<file path="src/rtl/mul_iter_pkg.sv">
// Shared types for the iterative multiplier: RV32M multiply opcodes and FSM states.
// Sign helpers say which operands an op treats as two's complement.
package mul_pkg;

  typedef enum logic [1:0] {
    MUL    = 2'd0,
    MULH   = 2'd1,
    MULHSU = 2'd2,
    MULHU  = 2'd3
  } mul_op_t;

  typedef enum logic [1:0] {
    IDLE = 2'd0,
    BUSY = 2'd1,
    DONE = 2'd2
  } state_t;

  function automatic logic op_a_signed(input mul_op_t op);
    return (op == MULH) || (op == MULHSU);
  endfunction

  function automatic logic op_b_signed(input mul_op_t op);
    return (op == MULH);
  endfunction

endpackage

</file>
<file path="src/rtl/mul_iter_if.sv">
// Request/response bundle between the core and the multiplier.
// The master drives start/op/operands; the slave (multiplier) returns ready/valid/product.
interface mul_iter_if
  import mul_pkg::*;
#(
  parameter int N = 32
);
  logic           start_i;
  mul_op_t        op_i;
  logic [N-1:0]   A_i;
  logic [N-1:0]   B_i;
  logic           ready_o;
  logic           valid_o;
  logic [N-1:0]   result_o;
  logic [2*N-1:0] prod_o;

  modport master (
    output start_i, op_i, A_i, B_i,
    input  ready_o, valid_o, result_o, prod_o
  );

  modport slave (
    input  start_i, op_i, A_i, B_i,
    output ready_o, valid_o, result_o, prod_o
  );
endinterface

</file>
<file path="src/rtl/mul_iter_adder.sv">
// Ripple-style N-bit adder with carry in/out; combinational, no latency, no backpressure.
module adder #(
  parameter int N = 32
) (
  input  logic [N-1:0] A_i,
  input  logic [N-1:0] B_i,
  input  logic         Cin_i,
  output logic [N-1:0] S_o,
  output logic         Cout_o
);
  logic [N:0] w_sum;

  assign w_sum  = {1'b0, A_i} + {1'b0, B_i} + {{N{1'b0}}, Cin_i};
  assign S_o    = w_sum[N-1:0];
  assign Cout_o = w_sum[N];
endmodule

</file>
<file path="src/rtl/mul_iter.sv">
// Shift-and-add RV32M multiplier, fixed N+1 cycles start->valid; ready_o=0 while busy, start ignored then.
// SIGNED_MUL_EN enables signed MULH/MULHSU via magnitude conversion and a final negate.
module mul_iter
  import mul_pkg::*;
#(
  parameter int N = 32
) (
  input  logic       clk_i,
  input  logic       resetn_i,
  mul_iter_if.slave  bus
);
  localparam int CW = $clog2(N);
  localparam logic [N-1:0] ONE_N = {{(N-1){1'b0}}, 1'b1};

  state_t         r_state, w_state_nxt;
  mul_op_t        r_op;
  logic [N-1:0]   r_mcand, r_mplier, r_result;
  logic [2*N-1:0] r_acc, r_prod;
  logic [CW-1:0]  r_cnt;

  logic           w_start, w_last, w_co;
  logic [N-1:0]   w_addend, w_sum, w_a_mag, w_b_mag, w_result_fin;
  logic [2*N-1:0] w_acc_nxt, w_prod_fin;

  assign w_addend = r_mplier[0] ? r_mcand : '0;

  adder #(.N(N)) u_acc_add (
    .A_i    (r_acc[2*N-1:N]),
    .B_i    (w_addend),
    .Cin_i  (1'b0),
    .S_o    (w_sum),
    .Cout_o (w_co)
  );

  // Carry-out lands in the MSB on the shift, so the accumulator never overflows.
  assign w_acc_nxt = {w_co, w_sum, r_acc[N-1:1]};

`ifdef SIGNED_MUL_EN
  logic           r_neg;
  logic           w_a_neg, w_b_neg, w_unused_co;
  logic [2*N-1:0] w_prod_neg;

  assign w_a_neg = op_a_signed(bus.op_i) & bus.A_i[N-1];
  assign w_b_neg = op_b_signed(bus.op_i) & bus.B_i[N-1];
  assign w_a_mag = w_a_neg ? ((~bus.A_i) + ONE_N) : bus.A_i;
  assign w_b_mag = w_b_neg ? ((~bus.B_i) + ONE_N) : bus.B_i;

  adder #(.N(2*N)) u_neg_add (
    .A_i    (~w_acc_nxt),
    .B_i    ('0),
    .Cin_i  (1'b1),
    .S_o    (w_prod_neg),
    .Cout_o (w_unused_co)
  );

  assign w_prod_fin = r_neg ? w_prod_neg : w_acc_nxt;

  always_ff @(posedge clk_i or negedge resetn_i) begin
    if (!resetn_i) begin
      r_neg <= 1'b0;
    end else if (w_start) begin
      r_neg <= w_a_neg ^ w_b_neg;
    end
  end
`else
  assign w_a_mag    = bus.A_i;
  assign w_b_mag    = bus.B_i;
  assign w_prod_fin = w_acc_nxt;
`endif

  assign w_result_fin = (r_op == MUL) ? w_prod_fin[N-1:0] : w_prod_fin[2*N-1:N];

  always_comb begin
    w_state_nxt = r_state;
    w_start     = 1'b0;
    w_last      = 1'b0;
    case (r_state)
      IDLE: begin
        if (bus.start_i) begin
          w_start     = 1'b1;
          w_state_nxt = BUSY;
        end
      end
      BUSY: begin
        if (r_cnt == CW'(N-1)) begin
          w_last      = 1'b1;
          w_state_nxt = DONE;
        end
      end
      DONE:    w_state_nxt = IDLE;
      default: w_state_nxt = IDLE;
    endcase
  end

  always_ff @(posedge clk_i or negedge resetn_i) begin
    if (!resetn_i) begin
      r_state  <= IDLE;
      r_op     <= MUL;
      r_mcand  <= '0;
      r_mplier <= '0;
      r_acc    <= '0;
      r_cnt    <= '0;
      r_prod   <= '0;
      r_result <= '0;
    end else begin
      r_state <= w_state_nxt;
      if (w_start) begin
        r_mcand  <= w_a_mag;
        r_mplier <= w_b_mag;
        r_op     <= bus.op_i;
        r_acc    <= '0;
        r_cnt    <= '0;
      end else if (r_state == BUSY) begin
        r_acc    <= w_acc_nxt;
        r_mplier <= r_mplier >> 1;
        r_cnt    <= r_cnt + CW'(1);
        if (w_last) begin
          r_prod   <= w_prod_fin;
          r_result <= w_result_fin;
        end
      end
    end
  end

  assign bus.ready_o  = (r_state == IDLE);
  assign bus.valid_o  = (r_state == DONE);
  assign bus.result_o = r_result;
  assign bus.prod_o   = r_prod;
endmodule

</file>
<file path="src/flat_wrapper.sv">
// flat-port wrapper written by rule: the top's interface ports become plain ports
module mul_iter_flat import mul_pkg::*;
#(
  parameter int N = 32
)
  (clk_i, resetn_i, bus_start_i, bus_op_i, bus_A_i, bus_B_i, bus_ready_o, bus_valid_o, bus_result_o, bus_prod_o);
  mul_iter_if #(.N(N)) bus_i ();
  input  logic clk_i;
  input  logic resetn_i;
  input wire logic [$bits(bus_i.start_i)-1:0] bus_start_i;
  input wire logic [$bits(bus_i.op_i)-1:0] bus_op_i;
  input wire logic [$bits(bus_i.A_i)-1:0] bus_A_i;
  input wire logic [$bits(bus_i.B_i)-1:0] bus_B_i;
  output wire logic [$bits(bus_i.ready_o)-1:0] bus_ready_o;
  output wire logic [$bits(bus_i.valid_o)-1:0] bus_valid_o;
  output wire logic [$bits(bus_i.result_o)-1:0] bus_result_o;
  output wire logic [$bits(bus_i.prod_o)-1:0] bus_prod_o;
  assign bus_i.start_i = bus_start_i;
  assign bus_i.op_i = bus_op_i;
  assign bus_i.A_i = bus_A_i;
  assign bus_i.B_i = bus_B_i;
  assign bus_ready_o = bus_i.ready_o;
  assign bus_valid_o = bus_i.valid_o;
  assign bus_result_o = bus_i.result_o;
  assign bus_prod_o = bus_i.prod_o;
  mul_iter #(.N(N)) u_core (.clk_i(clk_i), .resetn_i(resetn_i), .bus(bus_i));
endmodule
</file>
<file path="config.mk">
export PLATFORM = sky130hd
export DESIGN_NAME = mul_iter_flat
export DESIGN_NICKNAME = d
export VERILOG_FILES = /design/src/rtl/mul_iter_pkg.sv /design/src/rtl/mul_iter_if.sv /design/src/rtl/mul_iter_adder.sv /design/src/rtl/mul_iter.sv /design/src/flat_wrapper.sv
export SDC_FILE = /design/constraint.sdc
export NUM_CORES = 1
export LEC_CHECK = 0
export CAP_MARGIN = 10
export CORE_MARGIN = 2
export CORE_UTILIZATION = 30
export DETAILED_ROUTE_END_ITERATION = 16
export PLACE_DENSITY = 0.49
export REMOVE_ABC_BUFFERS = 1
export SKIP_CTS_REPAIR_TIMING = 1
export SLEW_MARGIN = 20
export SYNTH_ARGS = -nofsm -noshare
export SYNTH_HDL_FRONTEND = slang
export SYNTH_HIERARCHICAL = 1
export SYNTH_SLANG_ARGS = --single-unit
export TNS_END_PERCENT = 30
</file>
<file path="constraint.sdc">
create_clock -name clk_i -period 7.72 [get_ports clk_i]
set_input_delay 1.93 -clock clk_i [delete_from_list [all_inputs] [get_ports clk_i]]
set_output_delay 1.93 -clock clk_i [all_outputs]
set_load 0.01 [all_outputs]
</file>
==> metrics.txt <==
pin count of the biggest net entering global routing=120; R2R Path Start=u_core/r_mcand[0]$_DFFE_PN0P_; number of flops mapped to enable cells by yosys=0; Top-Level Pins=167; total CTS buffers=28; fraction of layout cells with a size suffix above 1=10.14%; via count=roughly 8700; Final #Nets=around 1400; CP Cell Sequence=and2_1 > fa_1 > fa_1 > a21o_1 > a221oi_1 > o21a_1 > a21oi_1 > a21oi_1 > o221ai_1 > xor2_1 > mux2i_1 > o21ai_0; Yosys warning total=6; cell taking the most area after synthesis=dfrtp_1; worst-margin pin slew=roughly 0.96 ns; Post-Route Utilization=about two fifths; reg2reg setup slack=3.83 ns; DRC marker count from the first detailed-route iteration=between 400 and 500; Max-cap violations=0; Crit path depth=12; Overflow after GRT=0; Final TNS setup=0 ns; most common cell in the netlist=nand2_1; #FFs+latches synth=approximately 230; CP endpoint kind=register; Core Area=around 39000 sq um; top-area cell type share of the netlist area=between 40 and 50%; clk root buf=clkbuf_16; hold path endpoint=u_core/r_mcand[11]$_DFFE_PN0P_; Largest delay share family, worst path=compound AO/OA/AOI/OAI gates; Setup CP Type=register to register; Worst EP arrival=between 4 and 5 ns; Post-Route WL=30.48 mm; initial antenna violation count=5; filler cell count=between 3000 and 4000; top_reg_cell synth=dfrtp_1; Slew Viols, Final=0; I/O Buffers=between 150 and 200; worst vdd ir=170.9 uV; crit share post-route=about half; CTS HTree Levels=1; CP Max Fanout=4; pwr dens=~460 nW/um^2; drt pass-1 iters=5; Row Count=72; Relative slew margins=between 30 and 40%; Hold WC Path Type=register to register; final hold slack=between 0.4 and 0.5 ns; hold depth=2; die area=a little over 40000 sq um; HP Start=u_core/r_mcand[11]$_DFFE_PN0P_; ranking of synthesized cells by area=dfrtp_1 (50%), nand2_1 (11%), mux2_4 (8.2%), ha_1 (3.5%), nand3_1 (3.2%); Reg area=approximately 5800 sq um; Peak Freq=257.1 MHz; Reg clk slew, reported paths=roughly 0.06 ns; Vias/cell=between 4 and 5; Remaining DRCs=0; Synth Area per Inst=roughly 9.9 sq um; maximum root-to-sink buffer count=3; HPWL Detailed=19.44 mm; Routed wire per std cell=between 15 and 20 um; first-pass GRT wire length=between 40 and 50 mm; Reg-to-Reg End=u_core/bus.result_o[29]$_DFFE_PN0P_; Setup violations, final=0; Clock Latency Late Sink=0.55 ns; die height=between 200 and 250 um; RSZ-0062 raised after global routing=no; area grow syn2layout=25.50%; Synth top cells by count=nand2_1 (345), dfrtp_1 (232), nand3_1 (74); slowest cell on the critical path=a221oi_1; TritonCTS clock tree=yes; R2R cell count=12; Buffers & Inverters on Critical Path=0; Cells after Synth=between 1000 and 1500; vias in the first global route=8919; min Tclk post-route=between 3 and 4 ns; worst clock skew=0.008791 ns; CTS Sinks=232; required time of the worst setup path=slightly above 8 ns; Crit path largest cell delay=around 0.6 ns; Synth cell types=57; post-route ant nets=0; leakage=7.117 nW; Starting Density=a little under a third; chip width=a little over 200 um; Async S/R FF share, synth=between 90% and 100%; footprint of the multi-input gates=roughly 5400 sq um; Mapped Area=around 12000 sq um; Setup crit start kind=register; Total Routing Usage GR=approximately 15%; outcome=finished clean; Placer Congestion=between 0.7 and 0.8; # diodes=0; Final Hold Vio Count=0; sequential share of the synthesized area=between 40% and 50%
-- worst register-to-register path: stages, from the launching register on --
cell and delay [ns]:
dfrtp_1 0.37, and2_1 0.17, fa_1 0.44, fa_1 0.41, a21o_1 0.21, a221oi_1 0.59
o21a_1 0.25, a21oi_1 0.16, a21oi_1 0.43, o221ai_1 0.21, xor2_1 0.27, mux2i_1 0.10
o21ai_0 0.18
-- layer usage --
layer	part of all wire (%)	routed length, um	GRT usage (%)
met4	1.9	574	3.046
met3	4.5	1360	3.191
met5	0.13	39	0.1190
met2	46	13940	24.00
met1	48	14570	21.09
-- cells by family (layout without fill, tap and decap cells) --
| family | after synthesis | count (layout) | share of synthesized area [%] |
|---|---|---|---|
| AO/OA/AOI/OAI | 170 | 170 | 8.919 |
| XOR/XNOR | 30 | 30 | 2.248 |
| adder cells (fa/ha/maj) | 35 | 35 | 3.876 |
| buffers and inverters | 83 | 237 | 4.657 |
| flip-flops | 232 | 232 | 49.68 |
| multiplexers | 98 | 98 | 11.13 |
| other | 1 | 1 | 0.03209 |
| AND/OR/NAND/NOR | 528 | 528 | 19.45 |
-- metrics by stage --
stage          total power, mW  cell area (sq um)  instances  setup slack [ns]
3_3_place_gp             5.285              13600       1797             3.849
3_5_place_dp             5.342              13630       1798             3.846
5_1_grt                  7.295              14670       1849             3.584
2_1_floorplan            4.128              11180       1103             2.299
6_report                 6.746              14670       1849             3.831
4_1_cts                  6.868              14670       1849             3.859
-- where the power goes --
group / switching (mW) / internal [mW] / total, mW
Sequential: 0.355 / 1.78 / 2.14
Combinational: 1.72 / 1.42 / 3.14
Clock: 0.539 / 0.930 / 1.47
-- state kept, by name (all words and copies together) (netlist names) --
register,flops
u_core/bus.prod_o,64
u_core/r_acc,63
u_core/bus.result_o,32
u_core/r_mcand,32
u_core/r_mplier,32
u_core/r_cnt,5
u_core/r_op,2
u_core/r_state,2
-- area by class of cell --
| type | count | share of cell area, % |
|---|---|---|
| Multi-Input combinational cell | 862 | 36.56 |
| Inverter | 9 | 0.2303 |
| Sequential cell | 232 | 39.58 |
| Clock buffer | 37 | 5.494 |
| Timing Repair Buffer | 177 | 12.15 |
| Clock inverter | 14 | 1.561 |
| Tap cell | 518 | 4.419 |
-- cells in the final DEF, fill, tap and decap left out, types with 3 or more instances in the layout --
master	n
dfrtp_1	232
bufinv_16	6
nor2_1	44
xor2_1	15
nand2_1	345
and2_1	32
a311oi_1	3
clkbuf_16	29
inv_1	7
clkbuf_8	5
o211ai_1	6
o21a_1	4
o21ai_0	42
xnor2_1	15
clkbuf_1	3
a21o_1	17
a21oi_1	38
buf_4	9
clkinv_2	5
nor2b_1	3
mux2_4	64
clkdlybuf4s50_1	165
nand4_1	6
and3_1	4
o21bai_1	5
o31ai_1	3
ha_1	33
nor3_1	3
nand3_1	74
mux2i_1	34
o21ai_1	3
a31oi_1	34
a211oi_1	3
-- worst max-delay path by stage --
stage	start	endpoint	slack, ns
3_5_place_dp	bus_start_i	u_core/r_acc[54]$_DFFE_PN0P_	3.85
3_3_place_gp	bus_start_i	u_core/r_mplier[0]$_DFFE_PN0P_	3.85
2_1_floorplan	u_core/r_cnt[0]$_DFFE_PN0P_	u_core/bus.prod_o[0]$_DFFE_PN0P_	2.30
5_1_grt	u_core/r_mcand[0]$_DFFE_PN0P_	u_core/bus.result_o[29]$_DFFE_PN0P_	3.58
6_report	u_core/r_mcand[0]$_DFFE_PN0P_	u_core/bus.result_o[29]$_DFFE_PN0P_	3.83
4_1_cts	u_core/r_mcand[0]$_DFFE_PN0P_	u_core/bus.result_o[29]$_DFFE_PN0P_	3.86
Power figures use the tool's default switching activity.
